$ cat config.mk
export PLATFORM = sky130hd
export DESIGN_NAME = clken_divider
export DESIGN_NICKNAME = d
export VERILOG_FILES = /design/src/rtl/clken_divider.sv
export SDC_FILE = /design/constraint.sdc
export NUM_CORES = 1
export LEC_CHECK = 0
export ABC_AREA = 1
export BUFFER_PORTS_ARGS = -buffer_cell sky130_fd_sc_hd__buf_2
export CAP_MARGIN = 20
export CORE_MARGIN = 5
export CORE_UTILIZATION = 40
export DETAILED_ROUTE_END_ITERATION = 8
export PLACE_DENSITY = 0.64
export SLEW_MARGIN = 25
export SYNTH_ARGS = -nofsm -noshare
export SYNTH_HDL_FRONTEND = slang
export SYNTH_SLANG_ARGS = --single-unit
$ cat constraint.sdc
create_clock -name clk -period 2.93 [get_ports clk]
set_input_delay 0.879 -clock clk [delete_from_list [all_inputs] [get_ports clk]]
set_output_delay 0.879 -clock clk [all_outputs]
set_load 0.01 [all_outputs]
$ cat src/rtl/clken_divider.sv
// clken_divider: multi-channel clock-enable generator. Enables stay gated until
// the clock source has been locked for a settle period. Ratio writes are taken
// immediately when safe, otherwise deferred to the channel's period boundary.
module clken_divider #(
    parameter int unsigned Nch        = 4,
    parameter int unsigned Wdiv       = 16,
    parameter int unsigned DIV_INIT   = 8,
    parameter int unsigned START_LOG2 = 2,
    localparam int unsigned Wch       = (Nch > 1) ? $clog2(Nch) : 1
) (
    input  logic            clk,
    input  logic            reset,
    input  logic            locked,
    input  logic            wr,
    input  logic [Wch-1:0]  wr_ch,
    input  logic [Wdiv-1:0] wr_div,
    input  logic            resync,
    output logic            ready,
    output logic [Nch-1:0]  ce,
    output logic [Nch-1:0]  pending
);

    localparam int unsigned Wst = START_LOG2 + 1;
    localparam int unsigned Wc  = Wdiv + 1;
    localparam logic [Wst-1:0] ST_FULL = Wst'(2 ** START_LOG2);

    logic [Wst-1:0]            r_st, w_st_d;
    logic                      r_ready, w_ready_d;
    logic [Nch-1:0][Wdiv-1:0]  r_act, w_act_d;
    logic [Nch-1:0][Wdiv-1:0]  r_cnt, w_cnt_d;
    logic [Nch-1:0][Wdiv-1:0]  r_pnd, w_pnd_d;
    logic [Nch-1:0]            r_pend, w_pend_d;
    logic [Nch-1:0]            r_ce, w_ce_d;
    logic [Nch-1:0]            w_hit, w_wrap, w_act_nz;

    // Settle counter: saturates at full count; any unlocked edge restarts it
    always_comb begin
        if (!locked) begin
            w_st_d = '0;
        end else if (r_st == ST_FULL) begin
            w_st_d = r_st;
        end else begin
            w_st_d = r_st + Wst'(1);
        end
        w_ready_d = (w_st_d == ST_FULL);
    end

    // Per-channel write decode and period-boundary (wrap) detection
    for (genvar gi = 0; gi < Nch; gi++) begin : g_ch
        // Out-of-range channel indices match no channel and are dropped
        assign w_hit[gi]    = wr && (wr_ch == Wch'(gi));
        assign w_act_nz[gi] = (r_act[gi] != '0);
        // Wrap compare in Wdiv+1 bits so the maximum ratio cannot overflow
        assign w_wrap[gi]   = w_ready_d && w_act_nz[gi] &&
                              (({1'b0, r_cnt[gi]} + Wc'(1)) == {1'b0, r_act[gi]});
    end

    // Next state of counters, ratios, deferred updates and enables
    always_comb begin
        w_act_d  = r_act;
        w_cnt_d  = r_cnt;
        w_pnd_d  = r_pnd;
        w_pend_d = r_pend;
        w_ce_d   = '0;
        for (int i = 0; i < Nch; i++) begin
            if (w_ready_d && w_act_nz[i]) begin
                w_ce_d[i]  = (r_cnt[i] == '0);
                w_cnt_d[i] = w_wrap[i] ? '0 : r_cnt[i] + Wdiv'(1);
            end else begin
                w_cnt_d[i] = '0;
            end
            if (w_wrap[i] && r_pend[i]) begin
                w_act_d[i]  = r_pnd[i];
                w_pend_d[i] = 1'b0;
                w_cnt_d[i]  = '0;
            end
            // A write is safe to apply now if no period is in flight
            if (w_hit[i]) begin
                if (!w_act_nz[i] || !w_ready_d || w_wrap[i]) begin
                    w_act_d[i]  = wr_div;
                    w_cnt_d[i]  = '0;
                    w_pend_d[i] = 1'b0;
                end else begin
                    w_pnd_d[i]  = wr_div;
                    w_pend_d[i] = 1'b1;
                end
            end
            if (resync && w_ready_d) begin
                w_cnt_d[i] = '0;
                w_ce_d[i]  = 1'b0;
            end
        end
    end

    // State registers; every output comes straight from a flop
    always_ff @(posedge clk or negedge reset) begin
        if (!reset) begin
            r_st    <= '0;
            r_ready <= 1'b0;
            r_act   <= {Nch{Wdiv'(DIV_INIT)}};
            r_cnt   <= '0;
            r_pnd   <= '0;
            r_pend  <= '0;
            r_ce    <= '0;
        end else begin
            r_st    <= w_st_d;
            r_ready <= w_ready_d;
            r_act   <= w_act_d;
            r_cnt   <= w_cnt_d;
            r_pnd   <= w_pnd_d;
            r_pend  <= w_pend_d;
            r_ce    <= w_ce_d;
        end
    end

    assign ready   = r_ready;
    assign ce      = r_ce;
    assign pending = r_pend;

endmodule

==> out/metrics.cfg <==
[run_status]
status = completed

[global_route]
grt_pass1_wl_um = 58800
grt_usage = 0.199
grt-ovfl-total = 0
grt_max_degree = 52
grt_pass1_vias = 11402
antenna_found_initial = 0

[layout]
multi_input_area_um2 = 6350
syn_to_final_growth_pct = 12.7
final_area_um2 = 14300
nets = 1928
fin_util = 0.455
register_area_um2 = 5110
fill_cells = 3215
num_antenna_cells = 0
drive_above_1_share = 0.104

[routing]
postRouteAntennaNets = 0
vias = 11983
routed_via_density = 5.18
firstDrtPassIters = 6
drt_iter0_drc = 1054
wl_per_cell_um = 15.5
route.detailed.drc = 0
drt_wl_total_um = 36000

[synth]
synth_edf_count = 0
synth.cell_area_um2 = 12700
synth-seq-cells = 204
synth_cells = 1841
yosysSeqAreaShare = 0.404
synth_fp_nets = 1874
async_reset_ff_frac = 1.00
synth.distinct_cells = 36
yosysWarnings = 0
synth_ff_type = dfrtp_1
syn_area_per_cell_um2 = 6.88

[floorplanning]
die_area_um2 = 35300
die_w_um = 188
start_util = 0.403
die_h_um = 188
ioPinCount = 32
fp-row-count = 65
coreArea_um2 = 31400

[setup_path]
arrival_ns = 3.08
slowest_stage = dfrtp_1
worstSetupEndpointType = register
worstSetupPathType = reg -> reg
slowest_delay_ns = 0.42
cp_max_fo = 16
cp-start-kind = register
worstPathCellList = ha_1 > nand3_1 > nor2_2 > nand4_1 > nand3_1 > nand2_1 > nor2_1 > nand2_1 > nor2_1 > nand2_2 > nand2_4 > nand2_2 > nand3_1 > nand2_1
crit_required_ns = 3.33

[worst_hold_path]
worst_hold_path_type = in -> async

[power_and_ir_drop]
p_seq_frac = 0.433
switching_share = 0.307
comb_power_share = 0.172
leakage_nw = 7.06
p_sw_mw = 2.43
ir_drop_uv = 383
pwr-share-clk = 0.395
p_int_mw = 5.48
power_density_nw_per_um2 = 554

[sta]
period_needed_ns = 2.69
setup_viol = 0
worst_pin_slew_ns = 0.721
period_share = 0.917
slew_headroom = 0.515
finalMaxSlewViolations = 0
clock_skew_ns = 0.0166
tns_ns = 0
hold_ws_ns = 0.299
fmax_ghz = 0.372
hold_viol_final = 0
rsz0062_at_grt = false

[clock_tree]
insertion_delay_ns = 0.53
clock_path_buffers = 3
cts-htree-levels = 1
cts.clk_slew.worst_paths_ns = 0.06
cts_root_buf = clkbuf_16
cts.sink_count = 204
cts_tree = yes
numCtsBuffers = 25
postCtsHoldBufs = 0

[placement]
hpwl_um = 27000
place.gp.congestion = 0.931
io_buffers = 31
place_area_um2 = 13400

[run]
cap_violations = 0

## cells by family (layout without fill, tap and decap cells)
family | count (synthesis) | after routing | synth area share
simple gates | 1231 | 1232 | 0.452
xor+xnor | 4 | 4 | 0.00277
flops | 204 | 204 | 0.404
compound gates | 82 | 82 | 0.0326
buf+inv | 310 | 381 | 0.0988
fa+ha+maj | 10 | 10 | 0.00988
## registers in the layout (all words and copies together) (netlist names)
signal	cells
pending	4
ready	1
r_st	3
r_pnd	64
ce	4
r_act	64
r_cnt	64
## cells in the final DEF (no fill, tap or decap), types with 10 or more instances in the layout
| cell | n |
|---|---|
| ha_1 | 10 |
| o21ai_0 | 42 |
| nand2_1 | 601 |
| clkbuf_16 | 25 |
| nand3_1 | 278 |
| nand4_1 | 95 |
| buf_4 | 29 |
| buf_2 | 30 |
| nand2_2 | 10 |
| nor4_1 | 28 |
| nor2_1 | 135 |
| inv_1 | 267 |
| o21ai_1 | 18 |
| dfrtp_1 | 200 |
| a21oi_1 | 20 |
| nand3_2 | 17 |
| nand2_4 | 11 |
| nor2_4 | 16 |
| nor2_2 | 20 |
## power groups by stage
stage	Clock, mW	Combinational (mW)	Sequential [mW]
finish	3.13	1.36	3.42
CTS	3.17	1.35	3.41
floorplan	0	0.949	3.37
global route	3.31	1.56	3.45
detailed placement	0	1.34	3.45
global placement	0	1.32	3.46
## synthesized netlist by cell type (8+ instances only)
cell type / count / area [um^2]
ha_1: 10 / 125
nand3_2: 16 / 160
nand3_1: 280 / 1400
nand2_4: 8 / 90.1
nor2_1: 137 / 514
o21ai_0: 42 / 210
inv_1: 267 / 1000
buf_2: 15 / 75.1
nand4_1: 95 / 594
nor4_1: 28 / 175
a21oi_1: 20 / 100
nor2_4: 14 / 158
dfrtp_1: 200 / 5000
nand2_1: 601 / 2260
nor2_2: 19 / 119
o21ai_1: 18 / 90.1
nand2_2: 13 / 81.3
clkbuf_1: 9 / 33.8
## final timing paths
| check | depth (start not counted) | slack (ns) | endpoint | startpoint |
|---|---|---|---|---|
| setup / recovery | 14 | 0.24 | r_act[26] | r_cnt[16] |
| hold / removal | 1 | 0.30 | r_cnt[60] | reset |
| setup reg to reg | 14 | 0.24 | r_act[26] | r_cnt[16] |
| hold reg to reg | 2 | 0.47 | r_pnd[7] | r_pnd[7] |
| max in group asynchronous | 2 | 1.87 | r_act[3] | reset |
| min in group clk | 2 | 0.47 | r_pnd[7] | r_pnd[7] |
## critical path: cells and delay by family, from the launching register on
kind / cells / cell delay (ns)
and+or+nand+nor: 13 / 1.91
DFF: 1 / 0.42
adders and majority gates: 1 / 0.22
## layer usage
layer / vias up / track usage / share of wire
li1: 6043 / - / -
met3: 85 / 0.0242 / 0.055
met5: - / 0 / 0
met2: 381 / 0.317 / 0.44
met1: 5474 / 0.280 / 0.46
met4: 0 / 0.0734 / 0.037
## stage by stage
step | cells | worst slack [ns] | total power, mW
6_report | 2315 | 0.244 | 7.91
5_1_grt | 2315 | 0.00899 | 8.33
4_1_cts | 2312 | 0.194 | 7.94
3_5_place_dp | 2267 | 0.0221 | 4.80
3_3_place_gp | 2267 | 0.204 | 4.78
2_1_floorplan | 1841 | 0.497 | 4.32
## repair_timing
item,in CTS,in global routing
buffers inserted,0,2
resized for setup,0,10
endpoints found under the hold margin,0,0
setup endpoints to repair,0,77
## cell type report
cell class                      count  area share
Multi-Input combinational cell   1328       0.445
Sequential cell                   204       0.358
Inverter                          273      0.0720
Clock buffer                       32      0.0485
Tap cell                          402      0.0352
Timing Repair Buffer               63      0.0309
Clock inverter                     13     0.00999
Note: power is estimated with default switching activity, not from simulation.
